File: src/rtl/delayed_branch_resolver.sv
// delayed_branch_resolver
// Carries each lane's delayed branch down two pipeline slots and evaluates the
// branch condition against N/V/Z in Stage3. A taken branch redirects the PC and
// flushes the younger work. The block then discards DRAIN_CYCLES advances of
// wrong-path fetches.
//
// Handshake: there is no valid/ready back-pressure on the BGU channel. On a
// posedge with advance=1, S1 takes whatever the BGU presents; a lane is marked
// valid only when pX_valid_in=1, the goto opcode byte is 8'h20 and the block is
// IDLE. With advance=0 every slot, the FSM and the counter hold, and no
// redirect is emitted. redirect_valid and flush_younger are single-cycle pulses
// that are qualified by advance.
module delayed_branch_resolver #(
  parameter int PC_W         = 9,
  parameter int CNT_W        = 16,
  parameter int DRAIN_CYCLES = 2
) (
  input  logic             clk,
  input  logic             rst_n,
  input  logic             advance,
  input  logic             N,
  input  logic             V,
  input  logic             Z,
  input  logic [15:0]      p0_b_in,
  input  logic [2:0]       p0_cond_in,
  input  logic             p0_valid_in,
  input  logic [15:0]      p1_b_in,
  input  logic [2:0]       p1_cond_in,
  input  logic             p1_valid_in,
  output logic             redirect_valid,
  output logic [PC_W-1:0]  redirect_pc,
  output logic             redirect_ir0_inv,
  output logic             flush_younger,
  output logic             draining,
  output logic [CNT_W-1:0] taken_count
);

  localparam int DW = (DRAIN_CYCLES < 1) ? 1 : $clog2(DRAIN_CYCLES + 1);

  typedef enum logic {IDLE = 1'b0, DRAIN = 1'b1} state_t;

  // Slot index 0 = S1, 1 = S2, 2 = S3; lane index 0 = lane0 (older).
  logic [2:0][1:0]      vld_q, vld_d;
  logic [2:0][1:0][7:0] dst_q, dst_d;
  logic [2:0][1:0][2:0] cnd_q, cnd_d;

  state_t               state_q, state_d;
  logic [DW-1:0]        drain_cnt_q, drain_cnt_d;
  logic                 draining_q, draining_d;
  logic [CNT_W-1:0]     taken_q, taken_d;

  logic [1:0]           lane_fire;
  logic                 fire;
  logic [7:0]           win_dest;
  logic                 acc0, acc1;

  // Condition codes: NV AL EQ NE LT LE GT GE.
  function automatic logic cond_true(input logic [2:0] c, input logic n,
                                     input logic v, input logic z);
    logic lt;
    lt = n ^ v;
    case (c)
      3'd0:    cond_true = 1'b0;
      3'd1:    cond_true = 1'b1;
      3'd2:    cond_true = z;
      3'd3:    cond_true = ~z;
      3'd4:    cond_true = lt;
      3'd5:    cond_true = lt | z;
      3'd6:    cond_true = ~lt & ~z;
      default: cond_true = ~lt;
    endcase
  endfunction

  // Stage3 evaluation and redirect outputs. Lane0 wins when both lanes fire.
  always_comb begin
    lane_fire[0] = advance & vld_q[2][0] & cond_true(cnd_q[2][0], N, V, Z);
    lane_fire[1] = advance & vld_q[2][1] & cond_true(cnd_q[2][1], N, V, Z);
    fire         = |lane_fire;
    win_dest     = lane_fire[0] ? dst_q[2][0] : dst_q[2][1];

    redirect_valid   = fire;
    flush_younger    = fire;
    redirect_ir0_inv = fire & win_dest[0];
    redirect_pc      = '0;
    if (fire) begin
      redirect_pc[7:0] = {win_dest[7:1], 1'b0};
    end
  end

  // Next-state for the slot shift register. A fire kills everything behind it.
  always_comb begin
    vld_d = vld_q;
    dst_d = dst_q;
    cnd_d = cnd_q;
    acc0  = (state_q == IDLE) & p0_valid_in & (p0_b_in[15:8] == 8'h20);
    acc1  = (state_q == IDLE) & p1_valid_in & (p1_b_in[15:8] == 8'h20);
    if (advance) begin
      vld_d[2] = vld_q[1];
      dst_d[2] = dst_q[1];
      cnd_d[2] = cnd_q[1];
      vld_d[1] = vld_q[0];
      dst_d[1] = dst_q[0];
      cnd_d[1] = cnd_q[0];
      vld_d[0] = {acc1, acc0};
      dst_d[0] = {p1_b_in[7:0], p0_b_in[7:0]};
      cnd_d[0] = {p1_cond_in, p0_cond_in};
      if (fire) begin
        vld_d = '0;
      end
    end
  end

  // Next-state for the drain FSM and the saturating taken-branch counter.
  always_comb begin
    state_d     = state_q;
    drain_cnt_d = drain_cnt_q;
    taken_d     = taken_q;
    if (advance) begin
      if (fire) begin
        if (DRAIN_CYCLES > 0) begin
          state_d     = DRAIN;
          drain_cnt_d = DW'(DRAIN_CYCLES);
        end
        if (taken_q != {CNT_W{1'b1}}) begin
          taken_d = taken_q + CNT_W'(1);
        end
      end else if (state_q == DRAIN) begin
        drain_cnt_d = drain_cnt_q - DW'(1);
        if (drain_cnt_q == DW'(1)) begin
          state_d = IDLE;
        end
      end
    end
    draining_d = (state_d == DRAIN);
  end

  // Pipeline slots.
  always_ff @(posedge clk or negedge rst_n) begin
    if (!rst_n) begin
      vld_q <= '0;
      dst_q <= '0;
      cnd_q <= '0;
    end else begin
      vld_q <= vld_d;
      dst_q <= dst_d;
      cnd_q <= cnd_d;
    end
  end

  // FSM state, drain counter, registered draining flag and taken counter.
  always_ff @(posedge clk or negedge rst_n) begin
    if (!rst_n) begin
      state_q     <= IDLE;
      drain_cnt_q <= '0;
      draining_q  <= 1'b0;
      taken_q     <= '0;
    end else begin
      state_q     <= state_d;
      drain_cnt_q <= drain_cnt_d;
      draining_q  <= draining_d;
      taken_q     <= taken_d;
    end
  end

  assign draining    = draining_q;
  assign taken_count = taken_q;

endmodule
File: config.mk
export PLATFORM = sky130hd
export DESIGN_NAME = delayed_branch_resolver
export DESIGN_NICKNAME = d
export VERILOG_FILES = /design/src/rtl/delayed_branch_resolver.sv
export SDC_FILE = /design/constraint.sdc
export NUM_CORES = 1
export LEC_CHECK = 0
export ABC_CLOCK_PERIOD_IN_PS = 2200
export BUFFER_PORTS_ARGS = -buffer_cell sky130_fd_sc_hd__buf_4
export CAP_MARGIN = 20
export CORE_UTILIZATION = 45
export DETAILED_ROUTE_END_ITERATION = 16
export GPL_TIMING_DRIVEN = 0
export PLACE_DENSITY = 0.7
export SYNTH_ARGS = -nofsm -noshare
export SYNTH_HDL_FRONTEND = slang
export SYNTH_SLANG_ARGS = --single-unit
File: constraint.sdc
create_clock -name clk -period 2.2 [get_ports clk]
set_clock_uncertainty 0.15 [all_clocks]
set_input_delay 0.11 -clock clk [delete_from_list [all_inputs] [get_ports clk]]
set_output_delay 0.11 -clock clk [all_outputs]
set_load 0.05 [all_outputs]
==> results by group, run 1 <==
Setup path
  – Endpoint class of the critical path: output pin
  – CP arrival: about 2200 ps
  – Startpoint Class: flop
  – Crit path kind: reg2out
  – Crit path max fanout: 6
  – Critical Path RT: roughly 1900 ps
  – Worst reg2reg setup slack: -180 ps

CTS
  – Clk buf depth: 2
  – TritonCTS buffer count: 9
  – Skew-Pair Late Insertion Delay: roughly 360 ps
  – Clk slew on worst S/H paths: 90 ps
  – Clk sink count: 91
  – Root cell of the clock tree: clkbuf_8
  – CTS tree: done
  – Htree depth: 3

Placement
  – GP Congestion: between 0.7 and 0.8
  – Pre-CTS setup slack: -312 ps
  – DP HPWL: 4990 µm
  – Cell Area, Placed: ~0.0047 mm²
  – Port bufs: between 70 and 80

Drt
  – WL/cell: 14.4 µm
  – Via density: 5.09
  – Vias: around 2700
  – Initial DRC Count: 126
  – First-pass DRT Iterations: 4
  – Residual DRC: 0
  – Final ANT Viol Nets: 0
  – Final WL: slightly below 8000 µm

GRT
  – Initial antenna violation count: 0
  – GRT Overall Usage: between 10% and 20%
  – Vias in the first global route: between 2000 and 3000
  – First-pass GRT wire length: roughly 13000 µm
  – GR Overflow Total: 0
  – Largest net degree at the start of global routing: between 90 and 100

STA
  – Crit path time final: about 2500 ps
  – Least-Margin Pin Slew: roughly 640 ps
  – Setup WS post-layout: -258 ps
  – Fmax: between 0.4 and 0.5 GHz
  – Final setup vio count: 15
  – Final period util: 112%
  – Endpoints failing hold: 0
  – Max Slew Vio Count: 0
  – Rel. slew slack: between 50% and 60%
  – Unrepaired setup endpoints after global routing: yes

Synth
  – EDFF count, synth: 0
  – #FFs+latches synth: 91
  – Ys flop type: dfrtp_1
  – Avg Cell Area, Syn: approximately 13 µm²
  – Seq/Total Area, Yosys: between 50 and 60%
  – Synth Area in Compound Gates: 3.20%
  – Post-Synth Simple-Gate Area: about a tenth
  – Ys async rst share: 100%
  – Gate count after technology mapping: 300
  – Mapped cell area: around 0.0039 mm²
  – Largest family of logic cells by synthesized area: multiplexers
  – Multiplexer share of the synthesized area: approximately 22%
  – Post-synth cell types: 41
  – Yosys warnings: 0
  – Post-synthesis xor/xnor area fraction: 3.71%
  – Synth Area in Adders: less than 1%

Cells and area
  – Ratio of cells with drive above 1 in the final layout: around half
  – Post-layout util: 66.7%
  – Fill cells: around 630
  – Final net count: about 480
  – Layout Area Growth over Synthesis: 40.9%
  – Ant diodes: 0
  – Design Area, Final: roughly 0.0056 mm²

Die
  – Site row count: 33
  – Core Area: approximately 0.0083 mm²
  – Die height: 95.6 µm
  – Die area: between 0.009 and 0.01 mm²
  – I/O pin count: 75
  – Initial core utilization: 47.3%
  – DIE WIDTH: 95.6 µm

Run status
  – Status: finished, violations left
  – Failing checks: setup timing

Pwr
  – Pwr Density: a little under 700 mW/mm²
  – LEAKAGE: 2.48 nW
  – Tot Pwr: approximately 3.8 mW
  – Peak supply drop: ~0.00053 V

Min path
  – HP Class: in2async

Job
  – Max Cap Viol: 0
==> through the flow <==
| step | setup TNS, ps | hold WS [ps] | std cells |
|---|---|---|---|
| after floorplan | -54.7 | -336 | 301 |
| after global placement | -2300 | 193 | 477 |
| after detailed placement | -2970 | 197 | 477 |
| after CTS | -3180 | 301 | 539 |
| after global routing | -4540 | 93.8 | 540 |
| final | -2610 | 63.1 | 540 |
==> final cells by class <==
cell class	count	area, µm²	share of cell area (%)
buffer	15	93.8	1.69
clock buffer	9	124	2.23
clock inverter	7	83.8	1.51
inverter	9	37.5	0.675
multi-input combinational	185	1730	31.2
sequential	91	2280	41.0
tap	105	131	2.36
timing repair buffer	119	1070	19.3
==> power by group <==
part,total (mW),internal [mW],switching [mW]
Combinational,0.639,0.369,0.270
Sequential,2.04,1.89,0.152
Clock,1.17,0.547,0.619
==> cells in the final DEF, fill, tap and decap left out, drive strengths merged, types with 2 or more instances in the layout <==
master	synthesis	routed
nand4bb	2	2
nor2b	2	2
dfrtp	91	91
dlygate4sd3	0	31
buf	7	94
mux2i	8	8
clkinvlp	0	2
nand4	8	8
nor4	2	2
nand2b	2	2
inv	9	12
nand2	12	12
or4	2	2
xor2	6	6
conb	1	2
nor3	9	9
xnor2	9	9
mux2	70	70
o21ai	5	5
a22oi	2	2
ha	2	2
clkbuf	9	18
and3	5	5
a21oi	2	2
nand3	9	9
o22ai	2	2
nor2	13	13
==> kinds of logic after synthesis <==
logic type,after synthesis
mux,78
xor+xnor,15
flops,91
other cells,1
simple gates,71
compound gates,17
fa+ha+maj,2
buf+inv,25
==> final timing paths <==
| path | from | to | depth (start not counted) |
|---|---|---|---|
| worst max-delay path | cnd_q[13] | redirect_ir0_inv | 7 |
| worst min-delay path | rst_n | vld_q[4] | 2 |
| worst max register to register | cnd_q[13] | taken_count[7] | 8 |
| worst min register to register | drain_cnt_q[0] | drain_cnt_q[0] | 1 |
| max in group asynchronous | rst_n | taken_count[2] | 3 |
| min in group clk | advance | taken_count[5] | 5 |
==> repair_timing <==
| item | 4_1_cts | 5_1_grt |
|---|---|---|
| hold buffers | 31 | 0 |
| setup endpoints to repair | 15 | 25 |
| setup buffers | 15 | 2 |
| hold endpoints to repair | 115 | 0 |
| gates resized for setup | 26 | 28 |
| pin swaps | 8 | 11 |
==> registers in the layout, indices dropped and copies added, names as in the netlist <==
signal and count:
draining 1, cnd_q 18, dst_q 48, drain_cnt_q 2
taken_count 16, vld_q 6
==> per-layer routing <==
metal | track usage, % | vias up | share of wire (%)
li1 | - | 1313 | -
met1 | 22.0 | 1346 | 44
met2 | 31.7 | 77 | 50
met3 | 4.78 | 11 | 5.0
met4 | 5.22 | 0 | 1.1
met5 | 0 | - | 0
==> worst max-delay path, cell delays in order, from the launching register on <==
cell and delay, ps:
dfrtp_1 430, mux2i_1 100, mux2_4 280, a211oi_4 250
and2_4 300, mux2i_4 280, nor2_4 60, buf_8 150
==> synthesized netlist by cell type, types with 2 or more instances <==
master / n / area share [%]
a21oi_1: 2 / 0.25
nand3_1: 9 / 1.1
buf_2: 3 / 0.38
o22ai_1: 2 / 0.32
nand2b_1: 2 / 0.32
xnor2_1: 7 / 1.6
nor2_1: 13 / 1.2
dfrtp_1: 91 / 58
nor2b_1: 2 / 0.32
ha_1: 2 / 0.63
o21ai_0: 4 / 0.51
nor4_1: 2 / 0.32
nand4bb_1: 2 / 0.57
inv_1: 9 / 0.86
or4_4: 2 / 0.57
nand2_1: 12 / 1.1
mux2_2: 69 / 20
mux2i_1: 8 / 2.0
nand4_1: 8 / 1.3
xor2_1: 6 / 1.3
nor3_1: 9 / 1.1
xnor2_2: 2 / 0.82
clkbuf_1: 9 / 0.86
buf_4: 3 / 0.57
a22oi_1: 2 / 0.38
and3_1: 5 / 0.79
No activity file was read; power rests on OpenSTA's default activity.
==> inputs of run 2 (changes only) <==
--- a/config.mk
+++ b/config.mk
@@ -8,6 +8,7 @@
 export ABC_CLOCK_PERIOD_IN_PS = 2200
 export BUFFER_PORTS_ARGS = -buffer_cell sky130_fd_sc_hd__buf_4
 export CAP_MARGIN = 20
+export CORE_MARGIN = 2
 export CORE_UTILIZATION = 45
 export DETAILED_ROUTE_END_ITERATION = 16
 export GPL_TIMING_DRIVEN = 0
==> results by group, run 2 (synthesis results as in run 1) <==
STA
  – Crit path time final: 2530 ps (was 2460 ps)
  – Max Slew Vio Count: 0 (unchanged)
  – Endpoints failing hold: 0 (unchanged)
  – Least-Margin Pin Slew: 657 ps (was 638 ps)
  – Fmax: 0.395 GHz (was 0.407 GHz)
  – Final setup vio count: 17 (was 15)
  – Unrepaired setup endpoints after global routing: yes (unchanged)
  – Final period util: 115% (was 112%)
  – Rel. slew slack: 56.2% (was 57.5%)
  – Setup WS post-layout: -329 ps (was -258 ps)

GRT
  – Initial antenna violation count: 0 (unchanged)
  – Met3 Usage GRT: 3.81% (was 4.78%)
  – First-pass GRT wire length: 13100 µm (was 12600 µm)
  – Met2 GRT Util: 28.8% (was 31.7%)
  – GR Util met1: 22.1% (was 22.0%)
  – GR Overflow Total: 0 (unchanged)
  – GRT Overall Usage: 17.2% (was 18.1%)
  – Most Used Layer, Global Route: met2 (unchanged)
  – Largest net degree at the start of global routing: 92 (unchanged)
  – Vias in the first global route: 2751 (was 2719)

Cells and area
  – Post-route insts no fill: 541 (was 540)
  – Max FFs per register: 48 (unchanged)
  – Layout Area Growth over Synthesis: 39.7% (was 40.9%)
  – Ant diodes: 0 (unchanged)
  – Most frequent cells in the layout: dfrtp_1, buf_4, mux2_2 (unchanged)
  – Design Area, Final: 0.00551 mm² (was 0.00556 mm²)
  – Post-layout util: 64.1% (was 66.7%)
  – Commonest non-fill, non-tap cell in the layout: dfrtp_1 (unchanged)
  – Largest Register: dst_q (unchanged)
  – Ratio of cells with drive above 1 in the final layout: 48.0% (was 49.0%)
  – Final net count: 476 (was 478)
  – Fill cells: 677 (was 625)

Setup path
  – CP arrival: 2270 ps (was 2200 ps)
  – CP most frequent cell: buf_12
  – Critical Path Max Stage Delay: 380 ps (was 430 ps)
  – Crit path kind: reg2out (unchanged)
  – Startpoint Class: flop (unchanged)
  – Slowest cell on the critical path: dfrtp_1 (unchanged)
  – Critical Path RT: 1940 ps (about the same)
  – Endpoint class of the critical path: output pin (unchanged)
  – CP cell instances: buf_4, and3_1, nor3_1, o31a_1, o21ai_4, buf_12, buf_12, nor2_2, buf_6 (was mux2i_1, mux2_4, a211oi_4, and2_4, mux2i_4, nor2_4, buf_8)
  – Crit path max fanout: 4 (was 6)

CTS
  – Clk buf depth: 2 (unchanged)
  – Htree depth: 3 (unchanged)
  – Clk slew on worst S/H paths: 90 ps (about the same)
  – TritonCTS buffer count: 9 (unchanged)
  – CTS tree: done (unchanged)
  – Root cell of the clock tree: clkbuf_8 (unchanged)
  – Skew-Pair Late Insertion Delay: 360 ps (about the same)
  – Clk sink count: 91 (unchanged)

Run status
  – Status: finished, violations left (unchanged)
  – Failing checks: setup timing (unchanged)

Placement
  – Port bufs: 71 (unchanged)
  – GP Congestion: 0.782 (was 0.751)
  – DP HPWL: 5070 µm (was 4990 µm)
  – Cell Area, Placed: 0.00466 mm² (about the same)
  – Placed Cells: 480 (was 477)
  – Pre-CTS setup slack: -308 ps (was -312 ps)

Die
  – I/O pin count: 75 (unchanged)
  – Core Area: 0.00859 mm² (was 0.00834 mm²)
  – Initial core utilization: 45.9% (was 47.3%)
  – Die height: 97.6 µm (was 95.6 µm)
  – Site row count: 34 (was 33)
  – DIE WIDTH: 97.6 µm (was 95.6 µm)
  – Die area: 0.00953 mm² (was 0.00915 mm²)

Drt
  – Final ANT Viol Nets: 0 (unchanged)
  – WL/cell: 14.9 µm (was 14.4 µm)
  – Vias: 2796 (was 2747)
  – Initial DRC Count: 64 (was 126)
  – Final WL: 8060 µm (was 7770 µm)
  – Residual DRC: 0 (unchanged)
  – Via density: 5.17 (was 5.09)
  – First-pass DRT Iterations: 4 (unchanged)

Pwr
  – Tot Pwr: 3.70 mW (was 3.84 mW)
  – LEAKAGE: 2.45 nW (was 2.48 nW)
  – Pwr Density: 671 mW/mm² (was 691 mW/mm²)
  – Peak supply drop: 0.000401 V (was 0.000535 V)

Min path
  – HP Class: in2async (unchanged)

Job
  – Max Cap Viol: 0 (unchanged)
[run 2: changes by cell type in the layout (fill, tap and decap cells not counted), moves of 2 or more]
| cell | change |
|---|---|
| buf_4 | -4 |
| clkinvlp_4 | +3 |
| inv_6 | -3 |
| buf_12 | +2 |
| buf_6 | +2 |
| buf_8 | -2 |
| mux2i_4 | -2 |
| nor3_1 | +2 |
[run 2: path summary, 6_finish.rpt]
kind	start	slack (ps)	end	depth (start not counted)
hold reg to reg	taken_count[11]	350	taken_count[11]	1
setup / recovery	cnd_q[16]	-330	redirect_pc[7]	9
max in group asynchronous	rst_n	1180	dst_q[17]	3
min in group clk	advance	280	taken_count[3]	5
hold / removal	rst_n	90	cnd_q[0]	2
setup reg to reg	cnd_q[16]	-250	taken_count[7]	8
[run 2: area by class of cell]
| class | count | area (µm²) | area share (%) |
|---|---|---|---|
| flip-flops and latches | 91 | 2280 | 41.4 |
| multi-input cells | 185 | 1700 | 30.9 |
| repair buffers | 116 | 1060 | 19.3 |
| well taps | 108 | 135 | 2.45 |
| clock buffers | 9 | 124 | 2.25 |
| plain buffers | 16 | 110 | 2.00 |
| clock inverters | 7 | 61.3 | 1.11 |
| inverters | 9 | 37.5 | 0.681 |
[run 2: stage by stage]
| stage | TNS [ps] | hold slack (ps) |
|---|---|---|
| detailed placement | -3270 | 198 |
| floorplan | -54.7 | -336 |
| CTS | -2550 | 289 |
| global route | -6240 | 120 |
| global placement | -2430 | 193 |
| finish | -3690 | 87.1 |
[run 2: routing by layer]
| layer | vias up | routed length [µm] |
|---|---|---|
| li1 | 1312 | - |
| met1 | 1402 | 3570 |
| met2 | 71 | 4010 |
| met3 | 11 | 344 |
| met4 | 0 | 131 |
| met5 | - | 0 |
[run 2: power by group]
group | switching (mW) | leakage [nW] | total, mW | internal (mW)
Sequential | 0.139 | 1.11 | 2.02 | 1.89
Combinational | 0.269 | 1.25 | 0.624 | 0.355
Clock | 0.625 | 0.0815 | 1.05 | 0.427
Total | 1.03 | 2.45 | 3.70 | 2.67
[run 2: timing repair]
| item | CTS | global route |
|---|---|---|
| pin swaps | 4 | 8 |
| gates cloned | 0 | 0 |
| hold buffers | 31 | 0 |
| setup endpoints to repair | 13 | 19 |
| gates resized for setup | 22 | 25 |
| hold endpoints to repair | 115 | 0 |
| buffers inserted | 9 | 4 |
[run 2: worst max-delay path, delay by kind of cell (launching register included)]
kind | cells | cell delay [ps]
flip-flops | 1 | 380
buffers and inverters | 4 | 600
AO/OA/AOI/OAI | 2 | 370
AND/OR/NAND/NOR | 3 | 560
